### src/rtl/nn_train_sched_if.sv
// Handshake/bus bundle between the training sequencer and its environment.
// The sequencer side uses the slave modport; the driver/testbench side uses master.
interface nn_train_sched_if #(
  parameter int unsigned BITS = 16
);
  logic            start;
  logic [BITS-1:0] TRAIN;
  logic [BITS-1:0] VALID;
  logic [BITS-1:0] EPOCH;
  logic            arch_done;
  logic            arch_hit;
  logic            TR;
  logic            VL;
  logic            SW;
  logic            arch_go;
  logic            arch_train;
  logic            busy;
  logic            done;
  logic [BITS-1:0] epoch_cnt;
  logic [BITS-1:0] best_hits;

  modport master (
    output start, TRAIN, VALID, EPOCH, arch_done, arch_hit,
    input  TR, VL, SW, arch_go, arch_train, busy, done, epoch_cnt, best_hits
  );

  modport slave (
    input  start, TRAIN, VALID, EPOCH, arch_done, arch_hit,
    output TR, VL, SW, arch_go, arch_train, busy, done, epoch_cnt, best_hits
  );
endinterface

### src/rtl/nn_train_sched.sv
// Epoch/sample sequencer for the NN training loop.
// Issues TR/VL pattern strobes, launches the datapath per sample, tallies
// validation hits and commands a weight store (SW) on accuracy improvement.
// Optional macro NN_EARLY_STOP_EN: stop after PATIENCE epochs without improvement.
module nn_train_sched #(
  parameter int unsigned BITS = 16
`ifdef NN_EARLY_STOP_EN
  , parameter int unsigned PATIENCE = 4
`endif
) (
  input  logic            clk,
  input  logic            rst,
  nn_train_sched_if.slave bus
);

  typedef enum logic [3:0] {
    IDLE, T_ISSUE, T_LAUNCH, T_WAIT, V_ISSUE, V_LAUNCH, V_WAIT, EVAL, FIN
  } state_t;

  state_t          state_q, state_d;
  logic [BITS-1:0] cnt_q, cnt_d;
  logic [BITS-1:0] hits_q, hits_d;
  logic [BITS-1:0] epoch_q, epoch_d;
  logic [BITS-1:0] best_q, best_d;
  logic            busy_q, busy_d;
  logic            tr_q, tr_d;
  logic            vl_q, vl_d;
  logic            sw_q, sw_d;
  logic            go_q, go_d;
  logic            train_q, train_d;
  logic            done_q, done_d;
  logic [BITS-1:0] cnt_inc;
`ifdef NN_EARLY_STOP_EN
  logic [BITS-1:0] stall_q, stall_d;
`endif

  // Next-state, counter updates and look-ahead registered outputs.
  always_comb begin
    state_d = state_q;
    cnt_d   = cnt_q;
    hits_d  = hits_q;
    epoch_d = epoch_q;
    best_d  = best_q;
    busy_d  = busy_q;
    cnt_inc = cnt_q + BITS'(1);
`ifdef NN_EARLY_STOP_EN
    stall_d = stall_q;
`endif

    case (state_q)
      IDLE: begin
        if (bus.start) begin
          epoch_d = '0;
          best_d  = '0;
          cnt_d   = '0;
          hits_d  = '0;
          busy_d  = 1'b1;
`ifdef NN_EARLY_STOP_EN
          stall_d = '0;
`endif
          if (bus.EPOCH == '0)      state_d = FIN;
          else if (bus.TRAIN != '0) state_d = T_ISSUE;
          else if (bus.VALID != '0) state_d = V_ISSUE;
          else                      state_d = EVAL;
        end
      end
      T_ISSUE:  state_d = T_LAUNCH;
      T_LAUNCH: state_d = T_WAIT;
      T_WAIT: begin
        if (bus.arch_done) begin
          if (cnt_inc == bus.TRAIN) begin
            cnt_d   = '0;
            state_d = (bus.VALID != '0) ? V_ISSUE : EVAL;
          end else begin
            cnt_d   = cnt_inc;
            state_d = T_ISSUE;
          end
        end
      end
      V_ISSUE:  state_d = V_LAUNCH;
      V_LAUNCH: state_d = V_WAIT;
      V_WAIT: begin
        if (bus.arch_done) begin
          if (bus.arch_hit) hits_d = hits_q + BITS'(1);
          if (cnt_inc == bus.VALID) begin
            cnt_d   = '0;
            state_d = EVAL;
          end else begin
            cnt_d   = cnt_inc;
            state_d = V_ISSUE;
          end
        end
      end
      EVAL: begin
        // sw_q already holds this epoch's store decision
        if (sw_q) best_d = hits_q;
        epoch_d = epoch_q + BITS'(1);
        hits_d  = '0;
`ifdef NN_EARLY_STOP_EN
        stall_d = sw_q ? '0 : stall_q + BITS'(1);
        if (epoch_d == bus.EPOCH || stall_d == BITS'(PATIENCE)) state_d = FIN;
`else
        if (epoch_d == bus.EPOCH) state_d = FIN;
`endif
        else if (bus.TRAIN != '0) state_d = T_ISSUE;
        else if (bus.VALID != '0) state_d = V_ISSUE;
        else                      state_d = EVAL;
      end
      FIN: begin
        busy_d  = 1'b0;
        state_d = IDLE;
      end
      default: state_d = IDLE;
    endcase

    // Outputs are registered Moore-style: decoded from the state being entered.
    tr_d    = (state_d == T_ISSUE);
    vl_d    = (state_d == V_ISSUE);
    go_d    = (state_d == T_LAUNCH) || (state_d == V_LAUNCH);
    train_d = (state_d == T_LAUNCH);
    done_d  = (state_d == FIN);
    sw_d    = (state_d == EVAL) && (bus.VALID != '0) &&
              ((epoch_d == '0) || (hits_d > best_d));
  end

  // State and output registers with synchronous reset.
  always_ff @(posedge clk) begin
    if (rst) begin
      state_q <= IDLE;
      cnt_q   <= '0;
      hits_q  <= '0;
      epoch_q <= '0;
      best_q  <= '0;
      busy_q  <= 1'b0;
      tr_q    <= 1'b0;
      vl_q    <= 1'b0;
      sw_q    <= 1'b0;
      go_q    <= 1'b0;
      train_q <= 1'b0;
      done_q  <= 1'b0;
`ifdef NN_EARLY_STOP_EN
      stall_q <= '0;
`endif
    end else begin
      state_q <= state_d;
      cnt_q   <= cnt_d;
      hits_q  <= hits_d;
      epoch_q <= epoch_d;
      best_q  <= best_d;
      busy_q  <= busy_d;
      tr_q    <= tr_d;
      vl_q    <= vl_d;
      sw_q    <= sw_d;
      go_q    <= go_d;
      train_q <= train_d;
      done_q  <= done_d;
`ifdef NN_EARLY_STOP_EN
      stall_q <= stall_d;
`endif
    end
  end

  assign bus.TR         = tr_q;
  assign bus.VL         = vl_q;
  assign bus.SW         = sw_q;
  assign bus.arch_go    = go_q;
  assign bus.arch_train = train_q;
  assign bus.busy       = busy_q;
  assign bus.done       = done_q;
  assign bus.epoch_cnt  = epoch_q;
  assign bus.best_hits  = best_q;

endmodule
### src/flat_wrapper.sv
// flat-port wrapper written by rule: the top's interface ports become plain ports
module nn_train_sched_flat 
#(
  parameter int unsigned BITS = 16

)
  (clk, rst, bus_start, bus_TRAIN, bus_VALID, bus_EPOCH, bus_arch_done, bus_arch_hit, bus_TR, bus_VL, bus_SW, bus_arch_go, bus_arch_train, bus_busy, bus_done, bus_epoch_cnt, bus_best_hits);
  nn_train_sched_if #(.BITS(BITS)) bus_i ();
  input  logic clk;
  input  logic rst;
  input wire logic [$bits(bus_i.start)-1:0] bus_start;
  input wire logic [$bits(bus_i.TRAIN)-1:0] bus_TRAIN;
  input wire logic [$bits(bus_i.VALID)-1:0] bus_VALID;
  input wire logic [$bits(bus_i.EPOCH)-1:0] bus_EPOCH;
  input wire logic [$bits(bus_i.arch_done)-1:0] bus_arch_done;
  input wire logic [$bits(bus_i.arch_hit)-1:0] bus_arch_hit;
  output wire logic [$bits(bus_i.TR)-1:0] bus_TR;
  output wire logic [$bits(bus_i.VL)-1:0] bus_VL;
  output wire logic [$bits(bus_i.SW)-1:0] bus_SW;
  output wire logic [$bits(bus_i.arch_go)-1:0] bus_arch_go;
  output wire logic [$bits(bus_i.arch_train)-1:0] bus_arch_train;
  output wire logic [$bits(bus_i.busy)-1:0] bus_busy;
  output wire logic [$bits(bus_i.done)-1:0] bus_done;
  output wire logic [$bits(bus_i.epoch_cnt)-1:0] bus_epoch_cnt;
  output wire logic [$bits(bus_i.best_hits)-1:0] bus_best_hits;
  assign bus_i.start = bus_start;
  assign bus_i.TRAIN = bus_TRAIN;
  assign bus_i.VALID = bus_VALID;
  assign bus_i.EPOCH = bus_EPOCH;
  assign bus_i.arch_done = bus_arch_done;
  assign bus_i.arch_hit = bus_arch_hit;
  assign bus_TR = bus_i.TR;
  assign bus_VL = bus_i.VL;
  assign bus_SW = bus_i.SW;
  assign bus_arch_go = bus_i.arch_go;
  assign bus_arch_train = bus_i.arch_train;
  assign bus_busy = bus_i.busy;
  assign bus_done = bus_i.done;
  assign bus_epoch_cnt = bus_i.epoch_cnt;
  assign bus_best_hits = bus_i.best_hits;
  nn_train_sched #(.BITS(BITS)) u_core (.clk(clk), .rst(rst), .bus(bus_i));
endmodule
### config.mk
export PLATFORM = sky130hd
export DESIGN_NAME = nn_train_sched_flat
export DESIGN_NICKNAME = d
export VERILOG_FILES = /design/src/rtl/nn_train_sched_if.sv /design/src/rtl/nn_train_sched.sv /design/src/flat_wrapper.sv
export SDC_FILE = /design/constraint.sdc
export NUM_CORES = 1
export LEC_CHECK = 0
export BUFFER_PORTS_ARGS = -buffer_cell sky130_fd_sc_hd__clkbuf_2
export CORE_MARGIN = 1
export CORE_UTILIZATION = 58
export DETAILED_ROUTE_END_ITERATION = 16
export HOLD_SLACK_MARGIN = 0.1
export PLACE_DENSITY_LB_ADDON = 0.05
export SLEW_MARGIN = 20
export SYNTH_ARGS = -nofsm -noshare
export SYNTH_HDL_FRONTEND = slang
export SYNTH_SLANG_ARGS = --single-unit
### constraint.sdc
create_clock -name clk -period 5.4 [get_ports clk]
set_input_delay 0.81 -clock clk [delete_from_list [all_inputs] [get_ports clk]]
set_output_delay 0.81 -clock clk [all_outputs]
set_load 0.01 [all_outputs]
==> impl_metrics.ini, run 1 <==
[grt]
grt_pass1_wl_um = 25100
grt_use_total_pct = 30.7
antenna_found_initial = 0
grt_pass1_vias = 5240
gr-total-overflow = 0
grt_max_degree = 43

[cts]
cts_tree = done
cts.sinks = 75
post_cts_buffers = 0
root_buffer = clkbuf_8
clkTransAtPathRegs_ns = 0.10
cts_max_level = 3
cts_resized = 0
max-clock-path-buffers = 2
cts_buffers = 9
postCtsHoldBufs = 0
clk_latency_ns = 0.36

[setup_path]
end_kind = flop
slowest_delay_ns = 0.62
crit_required_ns = 5.64
critPathArrivalTime_ns = 4.27
crit_path_top_delay_cell = a21oi_1
worstPathMaxFanout = 10
start_kind = primary input
worstSetupPathType = in2reg
path_cells = clkbuf_2 -> or4b_1 -> a21oi_1 -> o21ai_0 -> a22o_1 -> ha_1 -> nor2b_1 -> o21a_1 -> o21a_1 -> o211ai_1 -> a21oi_1 -> a211o_1 -> a21oi_1 -> o22ai_1 -> and4b_1
crit_top_cell = a21oi_1

[timing]
slew_headroom_pct = 33.9
fin_crit_sh_pct = 74.6
hold_ws_ns = 0.494
fmax_ghz = 0.248
setup_viol = 0
finalSetupTns_ns = 0
hold_viol = 0
skew_ns = 0.0225
worstMarginPinSlew_ns = 0.991
rsz0062_at_grt = false
slew_violations = 0
min_period_ns = 4.03

[route]
drt-total-wl_um = 15100
drtIter0Drc = 258
drt-vias-per-instance = 6.13
wire_per_inst_um = 16.4
drc_errors = 0
vias = 5613
drtPass1Iterations = 5
postRouteAntennaNets = 0

[logic_synthesis]
synthMuxAreaShare_pct = 1.25
ys_warn_count = 0
synth_seq_area_share_pct = 26.3
syn_inst = 724
synth_cell_types = 76
synth-seq-cells = 75
synth_area_um2 = 5720
synth_fa_ha_area_share_pct = 4.16
synth_nets = 796
async_flop_share_pct = 0
syn_avg_cell_area_um2 = 7.90
synthSimpleGateAreaFrac_pct = 29.2
synth_compound_area_share_pct = 21.3
ys.flop_type = dfxtp_1
synth-xor-area-share_pct = 12.1
synth_top_family_by_area = simple AND/OR/NAND/NOR gates
synth_edf_count = 0

[cells_and_area]
final_core_util_pct = 66.7
antennaDiodeCount = 0
fin_nets = 854
area_growth_syn_to_layout_pct = 9.87
drive_gt1_share_pct = 17.4
fin_cells = 916

[floorplanning]
core_area_um2 = 9420
die_y_um = 101
dieArea_um2 = 10300
start_util_pct = 60.7
die_w_um = 101
io_pins = 92
rows = 35

[placed_design]
place_hpwl_um = 11500
dp.cells = 900
portBuffers = 91
place_congestion = 0.927

[pwr]
finalPower_mw = 1.14
leakage_nw = 2.50
vdd_drop_max_mv = 0.144
powerDensity_nw_per_um2 = 182

[worst_hold_path]
hold_path_class = reg2reg

[job]
cap_violations = 0

[outcome]
status = completed
[flip-flops by register name (all words and copies together) (netlist names), 4 cells and up]
register and cells:
u_core.hits_q 16, u_core.state_q 4, u_core.bus.best_hits 16, u_core.bus.epoch_cnt 16
u_core.cnt_q 16
[Yosys cell counts (3+ instances only)]
master    number  area (um2)
inv_1         13        48.8
o21ai_0       42         210
a21oi_1       46         230
buf_2         12        60.1
a22o_1        13         114
nand2_1       58         218
xor2_1        24         210
nand3b_1       5        37.5
nor3_1        21         105
clkbuf_1      22        82.6
dfxtp_1       75        1500
nand4_1       18         113
nand3_1       23         115
a21o_1         7        52.6
a21boi_0       3        22.5
a211oi_1       4        30.0
and3_1        10        62.6
and2_1        24         150
a31oi_1       10        62.6
ha_1          19         238
and4_1         6        52.6
a22oi_1       16         120
mux2i_1        6        60.1
o32ai_1        3        26.3
nor2_1        68         255
or4_1          3        22.5
nor4_2         4        50.1
nor2b_1       10        62.6
nand4_4        3        63.8
o21a_1         4        30.0
or3_1          5        31.3
or4_4          3        33.8
nor4_1        19         119
xnor2_1       50         438
buf_6          6        67.6
o21ai_1        8        40.0
nand2b_1       5        31.3
buf_4          8        60.1
o211ai_1       3        22.5
[worst max-delay path: cells and delay by family]
family / cells / cell delay [ns]
and+or+nand+nor: 3 / 0.87
adders and majority gates: 1 / 0.28
buffers and inverters: 1 / 0.10
AOI/OAI and AO/OA: 10 / 2.21
[final cells by class]
| class | count | area, um2 |
|---|---|---|
| clock buffers | 9 | 124 |
| clock inverters | 7 | 60.1 |
| fillers | 824 | 3130 |
| inverters | 14 | 52.6 |
| multi-input cells | 586 | 3890 |
| flip-flops and latches | 75 | 1500 |
| well taps | 129 | 161 |
| repair buffers | 96 | 493 |
[report_power, final]
group	internal [mW]	leakage [nW]	switching [mW]	total [mW]
Combinational	0.0626	1.80	0.0961	0.159
Sequential	0.558	0.605	0.00681	0.565
Clock	0.176	0.0901	0.241	0.417
[metal layers]
metal	routed length, um	share of wire (%)	track usage [%]
met5	0	0	0
met4	331	2.2	11.5
met3	860	5.7	3.93
met2	6900	46	49.7
met1	6970	46	41.9
[layout by cell type (no fill, tap or decap), types with 4 or more instances in the layout]
cell type and instances:
nand2_1 58, o21ai_1 8, nor2b_1 10, and2_1 24, a21o_1 7, nand3b_1 5
nor2_1 68, a22oi_1 16, dfxtp_1 75, xor2_1 24, ha_1 19, nor4_1 19
clkbuf_2 91, mux2i_1 6, or3_1 5, a21oi_1 46, buf_4 5, o21ai_0 42
a211oi_1 4, nand3_1 23, nor3_1 21, and4_1 6, nand2b_1 5, a31oi_1 10
inv_1 13, o21a_1 4, a22o_1 13, nand4_1 18, nor4_2 4, clkbuf_8 9
and3_1 10, xnor2_1 50
[path summary, 6_finish.rpt]
path	start	depth (start not counted)	to	slack, ns
setup reg to reg	u_core.state_q[0]	14	u_core.bus.SW	1.41
setup / recovery	bus_start	15	u_core.bus.SW	1.37
hold / removal	u_core.bus.busy	2	u_core.bus.busy	0.49
hold reg to reg	u_core.bus.busy	2	u_core.bus.busy	0.49
[metrics by stage]
| step | instance area [um2] | setup WS (ns) |
|---|---|---|
| global route | 6280 | 1.15 |
| detailed placement | 6100 | 1.06 |
| global placement | 6100 | 1.16 |
| CTS | 6280 | 1.43 |
| finish | 6280 | 1.37 |
| floorplan | 5720 | 1.27 |
[cells by family after synthesis]
logic type               count (synthesis)
buffers and inverters                   63
AND/OR/NAND/NOR                        300
XOR/XNOR                                76
flip-flops                              75
adder cells (fa/ha/maj)                 19
multiplexers                             7
AO/OA/AOI/OAI                          184
Note: power is estimated with default switching activity, not from simulation.
==> run 2: changes to the inputs <==
--- a/config.mk
+++ b/config.mk
@@ -5,9 +5,10 @@
 export SDC_FILE = /design/constraint.sdc
 export NUM_CORES = 1
 export LEC_CHECK = 0
+export ABC_AREA = 1
 export BUFFER_PORTS_ARGS = -buffer_cell sky130_fd_sc_hd__clkbuf_2
 export CORE_MARGIN = 1
-export CORE_UTILIZATION = 58
+export CORE_UTILIZATION = 53
 export DETAILED_ROUTE_END_ITERATION = 16
 export HOLD_SLACK_MARGIN = 0.1
 export PLACE_DENSITY_LB_ADDON = 0.05
==> constraint.sdc (replaced) <==
create_clock -name clk -period 3.6 [get_ports clk]
set_input_delay 0.54 -clock clk [delete_from_list [all_inputs] [get_ports clk]]
set_output_delay 0.54 -clock clk [all_outputs]
set_load 0.01 [all_outputs]
==> impl_metrics.ini, run 2 <==
[logic_synthesis]
synth-seq-cells = 75
synth_edf_count = 0
synthTopCellsByCount = nand2_1, inv_1, nor2_1, nand3_1, dfxtp_1
synth_area_um2 = 5940
ys.flop_type = dfxtp_1
syn_inst = 1012
synth_area_leaders = dfxtp_1, nand2_1, nand3_1
synth_seq_area_share_pct = 25.3
yosys.area.top_type = dfxtp_1
ys_warn_count = 0
synth_nets = 1084
synth_cell_types = 45
async_flop_share_pct = 0
yosysMostFrequentCell = nand2_1
syn_avg_cell_area_um2 = 5.87
synth_top_area_share_pct = 25.3

[floorplanning]
start_util_pct = 54.6
die_y_um = 108
rows = 38
dieArea_um2 = 11600
core_area_um2 = 10900
die_w_um = 108
io_pins = 92

[cells_and_area]
area_growth_syn_to_layout_pct = 15.2
fill_cells = 1090
antennaDiodeCount = 0
fin_nets = 1178
ff_latch_area_um2 = 1510
mostFrequentLayoutCell = nand2_1
multi_input_area_um2 = 3880
final_area_um2 = 6850
layout_common_cells = nand2_1, inv_1, nor2_1, nand3_1, clkbuf_2
drive_gt1_share_pct = 15.8

[cts]
cts_buffers = 9
clk_latency_ns = 0.35
cts_tree = done
postCtsHoldBufs = 0
clkTransAtPathRegs_ns = 0.07
max-clock-path-buffers = 2
cts.sinks = 75
cts_max_level = 3
root_buffer = clkbuf_8

[timing]
hold_viol = 0
min_period_ns = 3.24
finalSetupTns_ns = 0
fmax_ghz = 0.309
setup_viol = 0
worstMarginPinSlew_ns = 0.914
skew_ns = 0.0123
slew_violations = 0
fin_crit_sh_pct = 90.0
slew_headroom_pct = 38.9
rsz0062_at_grt = false

[setup_path]
slowest_delay_ns = 0.38
crit_required_ns = 3.88
critPathArrivalTime_ns = 3.52
end_kind = flop
worstSetupPathType = reg2reg
worstPathMaxFanout = 4
crit_path_top_delay_cell = dfxtp_4
start_kind = flop
crit_top_cell = nand2_1

[outcome]
status = completed

[placed_design]
dpl_cell_area_um2 = 6560
portBuffers = 91
place_hpwl_um = 12700
place_congestion = 0.941

[pwr]
vdd_drop_max_mv = 0.264
leakage_nw = 3.28
finalPower_mw = 1.82
powerDensity_nw_per_um2 = 266

[route]
postRouteAntennaNets = 0
wire_per_inst_um = 12.9
drt-total-wl_um = 16100
drc_errors = 0
drtIter0Drc = 492
drt-vias-per-instance = 5.32
drtPass1Iterations = 6
vias = 6647

[grt]
gr-total-overflow = 0
grt_pass1_vias = 5693
grt_max_degree = 35
grt_use_total_pct = 28.2
antenna_found_initial = 0
grt_pass1_wl_um = 26200

[worst_hold_path]
hold_path_class = reg2reg

[job]
cap_violations = 0
run 2: logic make-up (layout without fill, tap and decap cells):
| family | after synthesis | in the layout | share of synthesized area, % |
|---|---|---|---|
| AND/OR/NAND/NOR | 637 | 637 | 47.9 |
| buffers and inverters | 160 | 257 | 10.4 |
| AO/OA/AOI/OAI | 114 | 114 | 11.4 |
| flip-flops | 75 | 75 | 25.3 |
| adder cells (fa/ha/maj) | 19 | 19 | 4.00 |
| XOR/XNOR | 7 | 7 | 1.03 |
run 2: per-layer routing:
layer | vias to the layer above | global-route usage, % | wire (um)
met2 | 188 | 45.6 | 7030
met1 | 2971 | 40.1 | 7970
met4 | 0 | 6.56 | 137
li1 | 3478 | - | -
met5 | - | 0 | 0
met3 | 10 | 2.91 | 917
run 2: what timing repair did:
item / CTS / global route
gates resized for setup: 0 / 21
setup endpoints to repair: 0 / 1
setup buffers: 0 / 3
run 2: power breakdown:
group / switching, mW / leakage, nW / internal (mW) / total [mW]
registers: 0.00768 / 0.607 / 0.836 / 0.844
logic: 0.197 / 2.58 / 0.0914 / 0.288
clock network: 0.310 / 0.0972 / 0.381 / 0.692
run 2: layout make-up:
type | count | share of cell area [%]
Clock inverter | 5 | 1.17
Timing Repair Buffer | 105 | 8.19
Multi-Input combinational cell | 777 | 56.7
Inverter | 138 | 7.57
Tap cell | 140 | 2.56
Sequential cell | 75 | 22.0
Clock buffer | 9 | 1.81
run 2: worst paths after layout:
kind	startpoint	endpoint	slack, ns	cells after the start
setup / recovery	u_core.hits_q[0]	u_core.bus.SW	0.36	27
hold / removal	u_core.bus.busy	u_core.bus.busy	0.47	2
setup reg to reg	u_core.hits_q[0]	u_core.bus.SW	0.36	27
hold reg to reg	u_core.bus.busy	u_core.bus.busy	0.47	2
run 2: per-stage QoR:
step | util [%] | cells | setup slack, ns | hold WS [ns]
2_1_floorplan | - | 1012 | 0.367 | 0.458
3_3_place_gp | 60.2 | 1232 | 0.105 | 0.452
3_5_place_dp | 60.2 | 1232 | 0.0303 | 0.463
4_1_cts | 62.1 | 1246 | 0.268 | 0.475
5_1_grt | 62.9 | 1249 | 0.0133 | 0.481
6_report | 62.9 | 1249 | 0.361 | 0.472
run 2: critical path: cells and delay by family (launching register included):
kind	cells	cell delay, ns
AOI/OAI and AO/OA	3	0.28
DFF	1	0.38
and+or+nand+nor	19	1.91
adders and majority gates	2	0.40
buffers and inverters	3	0.20
